--- src/rtl/rice_pkg.sv ---
`default_nettype none
// ============================================================================
//  Module      : rice_pkg
//  Description : Shared constants and state encoding for the Rice decoder
//                control block. Both the control FSM and the leading-zero
//                counter take their default widths from here.
//  Revision    : 1.0  initial release
// ============================================================================
package rice_pkg;

    // Telemetry word width, Rice parameter width and largest legal quotient.
    localparam int RICE_WORD_W = 16;
    localparam int RICE_K_W    = 4;
    localparam int RICE_Q_MAX  = 31;

    // Bit buffer holds two words, MSB-aligned.
    localparam int RICE_BUF_W  = 2 * RICE_WORD_W;

    // Valid-bit count must represent 0..RICE_BUF_W inclusive.
    localparam int RICE_CNT_W  = $clog2(RICE_BUF_W + 1);

    // Decoded sample width and quotient accumulator width. The accumulator
    // has headroom above Q_MAX so an overflowing sum is still representable
    // and can be compared before it is committed.
    localparam int RICE_OUT_W  = 20;
    localparam int RICE_Q_W    = 8;

    typedef enum logic [2:0] {
        ST_IDLE  = 3'd0,
        ST_UNARY = 3'd1,
        ST_REM   = 3'd2,
        ST_OUT   = 3'd3,
        ST_ERR   = 3'd4
    } rice_state_e;

endpackage
`default_nettype wire

--- src/rtl/rice_lzc.sv ---
`default_nettype none
// ============================================================================
//  Module      : rice_lzc
//  Description : Combinational leading-zero counter with a valid-bit mask.
//                Only bits whose mask bit is set are considered; the count
//                is the number of zeros above the first valid '1' (MSB side).
//  Ports       : data  [W-1:0]  in   bit vector, MSB first
//                mask  [W-1:0]  in   1 = bit is valid
//                count [CW-1:0] out  leading zeros before the first valid '1'
//                found          out  a valid '1' exists (count is 0 if not)
//  Revision    : 1.0  initial release
// ============================================================================
module rice_lzc
    import rice_pkg::*;
#(
    parameter int W  = RICE_BUF_W,
    parameter int CW = RICE_CNT_W
) (
    input  logic [W-1:0]  data,
    input  logic [W-1:0]  mask,
    output logic [CW-1:0] count,
    output logic          found
);

    logic [W-1:0] w_hits;

    assign w_hits = data & mask;

    // Scan LSB to MSB; the last hit written is the most significant one.
    always_comb begin
        count = '0;
        found = 1'b0;
        for (int i = 0; i < W; i++) begin
            if (w_hits[i]) begin
                found = 1'b1;
                count = CW'(W - 1 - i);
            end
        end
    end

endmodule
`default_nettype wire

--- src/rtl/rice_decode_ctrl.sv ---
`default_nettype none
// ============================================================================
//  Module      : rice_decode_ctrl
//  Description : Rice (Golomb power-of-two) decoder control. Accepts a block
//                request, pulls MSB-first code words into a two-word bit
//                buffer, decodes unary quotient + k-bit remainder per sample
//                and presents (q << k) | r on a valid/ready output.
//  Ports       : clk, reset                 clock, async active-high reset
//                start, k_cfg, n_samples    block request and its parameters
//                in_data, in_valid, in_ready    code word input stream
//                out_data, out_valid, out_ready decoded sample output stream
//                busy                       state is not IDLE
//                done                       one-cycle block-complete pulse
//                err                        sticky quotient overflow
//  Revision    : 1.0  initial release
// ============================================================================
module rice_decode_ctrl
    import rice_pkg::*;
#(
    parameter int WORD_W = RICE_WORD_W,
    parameter int K_W    = RICE_K_W,
    parameter int Q_MAX  = RICE_Q_MAX
) (
    input  logic              clk,
    input  logic              reset,
    input  logic              start,
    input  logic [K_W-1:0]    k_cfg,
    input  logic [15:0]       n_samples,
    input  logic [WORD_W-1:0] in_data,
    input  logic              in_valid,
    output logic              in_ready,
    output logic [19:0]       out_data,
    output logic              out_valid,
    input  logic              out_ready,
    output logic              busy,
    output logic              done,
    output logic              err
);

    localparam int c_BUF_W = 2 * WORD_W;
    localparam int c_CNT_W = $clog2(c_BUF_W + 1);
    localparam int c_OUT_W = RICE_OUT_W;
    localparam int c_Q_W   = RICE_Q_W;

    // ------------------------------------------------------------------
    // State
    // ------------------------------------------------------------------
    rice_state_e          r_state,  w_state_nxt;
    logic [c_BUF_W-1:0]   r_buf,    w_buf_nxt;
    logic [c_CNT_W-1:0]   r_cnt,    w_cnt_nxt;
    logic [c_Q_W-1:0]     r_q,      w_q_nxt;
    logic [c_OUT_W-1:0]   r_rem,    w_rem_nxt;
    logic [K_W-1:0]       r_k,      w_k_nxt;
    logic [15:0]          r_n,      w_n_nxt;
    logic [15:0]          r_scnt,   w_scnt_nxt;
    logic                 r_done,   w_done_nxt;
    logic                 r_err,    w_err_nxt;

    // ------------------------------------------------------------------
    // Datapath helpers
    // ------------------------------------------------------------------
    logic [c_BUF_W-1:0]   w_mask;
    logic [c_CNT_W-1:0]   w_lz;
    logic                 w_found;
    logic [c_CNT_W-1:0]   w_lz_plus1;
    logic [c_CNT_W-1:0]   w_app_sh;
    logic [c_BUF_W-1:0]   w_app;
    logic [c_CNT_W-1:0]   w_k_ext;
    logic [c_OUT_W-1:0]   w_rem_bits;
    logic [c_Q_W-1:0]     w_q_plus_lz;
    logic [c_Q_W-1:0]     w_q_plus_cnt;
    logic [15:0]          w_scnt_inc;
    logic                 w_in_ready;
    logic                 w_accept;

    // Top r_cnt bits of the buffer are valid. A shift by the full width
    // yields an all-ones mask when the buffer is full.
    assign w_mask       = ~({c_BUF_W{1'b1}} >> r_cnt);

    // Incoming word lands directly below the current valid bits.
    assign w_app_sh     = c_CNT_W'(c_BUF_W - WORD_W) - r_cnt;
    assign w_app        = c_BUF_W'(in_data) << w_app_sh;

    // Top k bits of the buffer. k = 0 shifts by the full width, giving 0.
    assign w_k_ext      = c_CNT_W'(r_k);
    assign w_rem_bits   = c_OUT_W'(r_buf >> (c_CNT_W'(c_BUF_W) - w_k_ext));

    assign w_lz_plus1   = w_lz + c_CNT_W'(1);
    assign w_q_plus_lz  = r_q + c_Q_W'(w_lz);
    assign w_q_plus_cnt = r_q + c_Q_W'(r_cnt);
    assign w_scnt_inc   = r_scnt + 16'd1;

    // Refill is only offered while decoding and while a whole word fits.
    assign w_in_ready   = ((r_state == ST_UNARY) || (r_state == ST_REM)) &&
                          (r_cnt <= c_CNT_W'(WORD_W));
    assign w_accept     = in_valid && w_in_ready;

    rice_lzc #(
        .W  (c_BUF_W),
        .CW (c_CNT_W)
    ) u_lzc (
        .data  (r_buf),
        .mask  (w_mask),
        .count (w_lz),
        .found (w_found)
    );

    // ------------------------------------------------------------------
    // Next-state logic
    // ------------------------------------------------------------------
    always_comb begin
        w_state_nxt = r_state;
        w_buf_nxt   = r_buf;
        w_cnt_nxt   = r_cnt;
        w_q_nxt     = r_q;
        w_rem_nxt   = r_rem;
        w_k_nxt     = r_k;
        w_n_nxt     = r_n;
        w_scnt_nxt  = r_scnt;
        w_done_nxt  = 1'b0;
        w_err_nxt   = r_err;

        case (r_state)
            ST_IDLE: begin
                if (start) begin
                    w_k_nxt    = k_cfg;
                    w_n_nxt    = n_samples;
                    w_scnt_nxt = '0;
                    w_buf_nxt  = '0;
                    w_cnt_nxt  = '0;
                    w_q_nxt    = '0;
                    w_rem_nxt  = '0;
                    if (n_samples == 16'd0) begin
                        // Empty block completes without leaving IDLE.
                        w_done_nxt = 1'b1;
                    end else begin
                        w_state_nxt = ST_UNARY;
                    end
                end
            end

            ST_UNARY: begin
                if (w_accept) begin
                    w_buf_nxt = r_buf | w_app;
                    w_cnt_nxt = r_cnt + c_CNT_W'(WORD_W);
                end else if (w_found) begin
                    if (w_q_plus_lz > c_Q_W'(Q_MAX)) begin
                        w_state_nxt = ST_ERR;
                        w_err_nxt   = 1'b1;
                    end else begin
                        // Drop the zeros and the terminating '1'.
                        w_q_nxt     = w_q_plus_lz;
                        w_buf_nxt   = r_buf << w_lz_plus1;
                        w_cnt_nxt   = r_cnt - w_lz_plus1;
                        w_state_nxt = ST_REM;
                    end
                end else begin
                    // Every valid bit is a zero: fold them into q.
                    if (w_q_plus_cnt > c_Q_W'(Q_MAX)) begin
                        w_state_nxt = ST_ERR;
                        w_err_nxt   = 1'b1;
                    end else begin
                        w_q_nxt   = w_q_plus_cnt;
                        w_buf_nxt = '0;
                        w_cnt_nxt = '0;
                    end
                end
            end

            ST_REM: begin
                if (w_accept) begin
                    w_buf_nxt = r_buf | w_app;
                    w_cnt_nxt = r_cnt + c_CNT_W'(WORD_W);
                end else if (r_cnt >= w_k_ext) begin
                    w_rem_nxt   = w_rem_bits;
                    w_buf_nxt   = r_buf << w_k_ext;
                    w_cnt_nxt   = r_cnt - w_k_ext;
                    w_state_nxt = ST_OUT;
                end
            end

            ST_OUT: begin
                if (out_ready) begin
                    w_q_nxt    = '0;
                    w_rem_nxt  = '0;
                    w_scnt_nxt = w_scnt_inc;
                    if (w_scnt_inc == r_n) begin
                        w_done_nxt  = 1'b1;
                        w_state_nxt = ST_IDLE;
                    end else begin
                        w_state_nxt = ST_UNARY;
                    end
                end
            end

            ST_ERR: begin
                // Terminal until reset.
                w_state_nxt = ST_ERR;
            end

            default: begin
                w_state_nxt = ST_IDLE;
            end
        endcase
    end

    // ------------------------------------------------------------------
    // State register
    // ------------------------------------------------------------------
    always_ff @(posedge clk or posedge reset) begin
        if (reset) begin
            r_state <= ST_IDLE;
            r_buf   <= '0;
            r_cnt   <= '0;
            r_q     <= '0;
            r_rem   <= '0;
            r_k     <= '0;
            r_n     <= '0;
            r_scnt  <= '0;
            r_done  <= 1'b0;
            r_err   <= 1'b0;
        end else begin
            r_state <= w_state_nxt;
            r_buf   <= w_buf_nxt;
            r_cnt   <= w_cnt_nxt;
            r_q     <= w_q_nxt;
            r_rem   <= w_rem_nxt;
            r_k     <= w_k_nxt;
            r_n     <= w_n_nxt;
            r_scnt  <= w_scnt_nxt;
            r_done  <= w_done_nxt;
            r_err   <= w_err_nxt;
        end
    end

    // ------------------------------------------------------------------
    // Outputs
    // ------------------------------------------------------------------
    assign in_ready  = w_in_ready;
    assign out_valid = (r_state == ST_OUT);
    assign out_data  = out_valid ? ((c_OUT_W'(r_q) << r_k) | r_rem) : '0;
    assign busy      = (r_state != ST_IDLE);
    assign done      = r_done;
    assign err       = r_err;

endmodule
`default_nettype wire

--- config.mk ---
export PLATFORM = sky130hd
export DESIGN_NAME = rice_decode_ctrl
export DESIGN_NICKNAME = d
export VERILOG_FILES = /design/src/rtl/rice_pkg.sv /design/src/rtl/rice_lzc.sv /design/src/rtl/rice_decode_ctrl.sv
export SDC_FILE = /design/constraint.sdc
export NUM_CORES = 1
export LEC_CHECK = 0
export CORE_MARGIN = 3
export CORE_UTILIZATION = 62
export CTS_CLUSTER_SIZE = 14
export DETAILED_ROUTE_END_ITERATION = 10
export MAX_ROUTING_LAYER = met4
export PLACE_DENSITY_LB_ADDON = 0.25
export REMOVE_ABC_BUFFERS = 1
export SYNTH_ARGS = -nofsm -noshare
export SYNTH_HDL_FRONTEND = slang
export SYNTH_SLANG_ARGS = --single-unit
--- constraint.sdc ---
create_clock -name clk -period 8.7 [get_ports clk]
set_input_delay 2.175 -clock clk [delete_from_list [all_inputs] [get_ports clk]]
set_output_delay 2.175 -clock clk [all_outputs]
set_load 0.05 [all_outputs]
==> results <==
- The total of fill cells in the finished design is 1,808.
- The class of the tightest hold or removal check is register to register.
- The smallest clock period supported by the final layout is computed as 7.18 ns.
- The category of the most critical setup path is register to register.
- The portion of synthesized cell area occupied by the leading cell type is 19.6%.
- 66 I/O pins were placed.
- The post-route netlist has 10.6% of its cells at a drive strength greater than 1.
- The global placer's final weighted congestion is 1.15.
- The number of global-route vias before repair is 14,088.
- The area of the mapped netlist is 13,700 sq um.
- At the end of the flow, the number of nets in the layout was 1,838.
- The most common library cell in the layout ignoring fill and taps is sky130_fd_sc_hd__nand2_1.
- The total number of H-tree levels is 3.
- The element type at the critical path end is a register.
- In the global route stage, overall resource usage came out at 45.7%.
- The routed design has 54.1 mm of wire.
- The root cell of the clock tree is sky130_fd_sc_hd__clkbuf_16.
- For this run, the slowest stage of the critical path takes 0.82 ns.
- Clock-pin slew was measured on the worst setup and hold paths at 0.08 ns.
- The area growth from synthesis to final layout is 7.11%.
- Of all nets on the critical path, the largest fanout is 29.
- Using the TritonRoute via totals, the vias-per-cell ratio works out to 7.46.
- The number of setup violations in the final report is 0.
- The largest net degree at the start of global routing is 81.
- The sequential share of the synthesized area is 19.6%.
- The initial antenna violation count is 2.
- In the final layout, flip-flops and latches occupy 2680 sq um.
- Counting flops and latches in the post-synthesis netlist gives 107.
- The count of buffers added by post-CTS timing repair for setup is 0.
- The hold buffer count at cts is 0.
- The remaining max-slew budget at the tightest pin is 15.5%.
- The most used flip-flop cell after synthesis is sky130_fd_sc_hd__dfrtp_1.
- The cell count after synthesis is 1,811.
- Before antenna repair, the detailed router went through 7 iterations.
- The initial DRC count is 2,219.
- The share of the clock period used by the worst path after layout is 82.5%.
- The floorplan step set the die width to 154 um.
- Derived from the worst setup path, the maximum achievable clock frequency is 0.139 GHz.
- The die covers 23,800 sq um.
- The xor-xnor portion of the synthesized cell area is 3.07%.
- After synthesis, the cell types taking the most area are sky130_fd_sc_hd__dfrtp_1 (20%), sky130_fd_sc_hd__mux2i_1 (7.2%), sky130_fd_sc_hd__a21oi_1 (6.6%).
- Dividing the synthesized area by the synthesized cell count gives 7.54 sq um.
- The tightest hold path in the finished design has a slack of 0.492 ns.
- The detailed-route via count is 15,263.
- After synthesis, the largest family of logic cells by area is compound AO/OA/AOI/OAI gates.
- The wire-length estimate of the detail-placed layout is 38.5 mm.
- The setup check on the worst reg-to-reg path leaves a slack of 1.52 ns.
- The count of non-filler cells in the finished layout is 2,045.
- The number of hold violations in the final report is 0.
- The initialized floorplan defines 53 standard-cell rows.
- The clock reaches the later pin of the worst-skew pair after 0.37 ns.
- The cell taking the most area after synthesis is sky130_fd_sc_hd__dfrtp_1.
- The flow ran to the end, and the final reports show no timing, DRC or antenna violations.
- The antenna violation net count after detailed routing is 0.
- The library cells used most frequently in the layout, excluding fill and tap cells, are sky130_fd_sc_hd__nand2_1 (206), sky130_fd_sc_hd__a21oi_1 (179), sky130_fd_sc_hd__nor2_1 (174), sky130_fd_sc_hd__o21ai_0 (160), sky130_fd_sc_hd__dfrtp_1 (105).
- The element type at the critical path start is a register.
- The data required time of the worst path is 8.96 ns.
- For the pin with the worst max-slew slack, the measured transition is 1.26 ns.
- The data arrival time of the worst path is 7.44 ns.
- The number of maximum-capacitance violations is 0.
- The post-detailed-route DRC marker count is 0.
- The cell repeated most along the worst path is sky130_fd_sc_hd__ha_1.
- The number of instances in the placed design is 2,026.
- The effective utilization at floorplan is 64.0%.
- During placement, the flow inserted port buffers numbering 65.
- The synthesized netlist devotes 29.6% of its cell area to compound gates.
- Setup repair after global routing left no endpoint under its margin.
- Yosys mapped a number of flops with a built-in enable equal to 0.
- The number of pins exceeding their max-slew limit in the final report came to 0.
- Global routing finished with a remaining overflow of 0.
- The share of synthesized cell area in and, or, nand and nor gates is 20.1%.
- In the final layout, the multi-input gates occupy 10,200 sq um.
- The first global-routing pass estimated 83.1 mm of wire.
- Dividing the detail-routed wire length by the instance count gives 26.5 um.
- The vertical extent of the die is 154 um.
- After synthesis, the netlist uses 100 different library cells.
- Counting the buffers created by CTS gives 9.
- No sink is reached through more buffers than the 2 on the longest clock path.
- The slowest stage of the critical path belongs to the cell sky130_fd_sc_hd__a311oi_4.
- The setup clock skew after layout is 0.00862 ns.
- In this run the standard cell core region covers 21,400 sq um.
- Gates resized during post-CTS repair numbered 0.
- The Yosys step of the flow raised 0 warnings.
- The multiplexer share of the synthesized area is 18.1%.
- Of the total synthesized cell area, the portion taken by full adders, half adders and majority gates is 3.50%.
- In the final timing run, aggregate negative setup slack is 0 ns.
- The TritonCTS clock tree is yes.
- After synthesis, the share of flip-flops with an asynchronous set or reset is 100%.
- The tree built by TritonCTS fans out to 107 sinks.
worst max-delay path: cells and delay by family (launching register included):
kind                       cells  cell delay, ns
AOI/OAI and AO/OA             11            3.00
adders and majority gates      4            1.34
buffers and inverters          4            0.91
DFF                            1            0.33
muxes                          1            0.15
and+or+nand+nor                5            1.29
cells by family after synthesis:
group	count (synthesis)
xor+xnor	47
mux	189
compound gates	627
fa+ha+maj	36
simple gates	600
buf+inv	205
flops	107
metal layers:
| layer | vias up | global-route usage, % | share of wire [%] |
|---|---|---|---|
| met5 | - | - | 0 |
| met4 | 0 | 25.1 | 7.6 |
| met3 | 325 | 14.4 | 13 |
| met2 | 1192 | 66.5 | 42 |
| met1 | 7110 | 56.5 | 37 |
| li1 | 6636 | - | - |
through the flow:
stage / utilization, % / setup slack [ns] / instance area, sq um
after floorplan: - / 0.557 / 13000
after global placement: 67.0 / 2.03 / 14300
after detailed placement: 67.0 / 1.89 / 14300
after CTS: 68.5 / 1.84 / 14600
after global routing: 68.5 / 1.10 / 14600
final: 68.5 / 1.52 / 14600
cell type report:
cell class	instances	share of cell area, %
Multi-Input combinational cell	1499	69.6
Sequential cell	107	18.3
Timing Repair Buffer	103	6.40
Tap cell	275	2.35
Clock buffer	9	1.54
Inverter	42	1.14
Clock inverter	7	0.565
Antenna cell	3	0.0513
cells in the mapped netlist (all sizes together) (6+ instances only):
master  instances
dfrtp         107
o31a            6
nor3           41
mux2i          98
o211ai         19
a211o           6
and3           13
a22o            7
nor2b          22
o21a           18
a31oi          26
nand2         209
a221o           6
clkbuf        120
xor2           23
nor4            9
and2           21
nand4           8
o221ai          9
nand3          52
xnor2          24
or2            10
a211oi         45
inv            40
a221oi         15
nand2b         19
ha             31
mux4           40
a21o           22
o22ai          22
o21ai         166
a21oi         182
buf            43
o31ai           8
nor2          174
or3             9
a311oi          7
mux2           51
sequential cells by signal, summed over array words and instances (netlist names):
signal / cells
r_n: 16
r_k: 4
r_q: 8
r_cnt: 6
done: 1
err: 1
r_state: 3
r_rem: 20
r_buf: 32
r_scnt: 16
final timing paths:
path | from | endpoint | cells after the start
max | r_cnt[0] | r_buf[31] | 25
min | r_rem[6] | r_rem[6] | 2
max reg2reg | r_cnt[0] | r_buf[31] | 25
min reg2reg | r_rem[6] | r_rem[6] | 2
max in group asynchronous | reset | r_buf[18] | 3
min in group asynchronous | reset | r_k[2] | 2
Power is left out: the tool's default activity adds up to more than one toggle a clock period on the data nets, which glitch-free logic cannot reach.
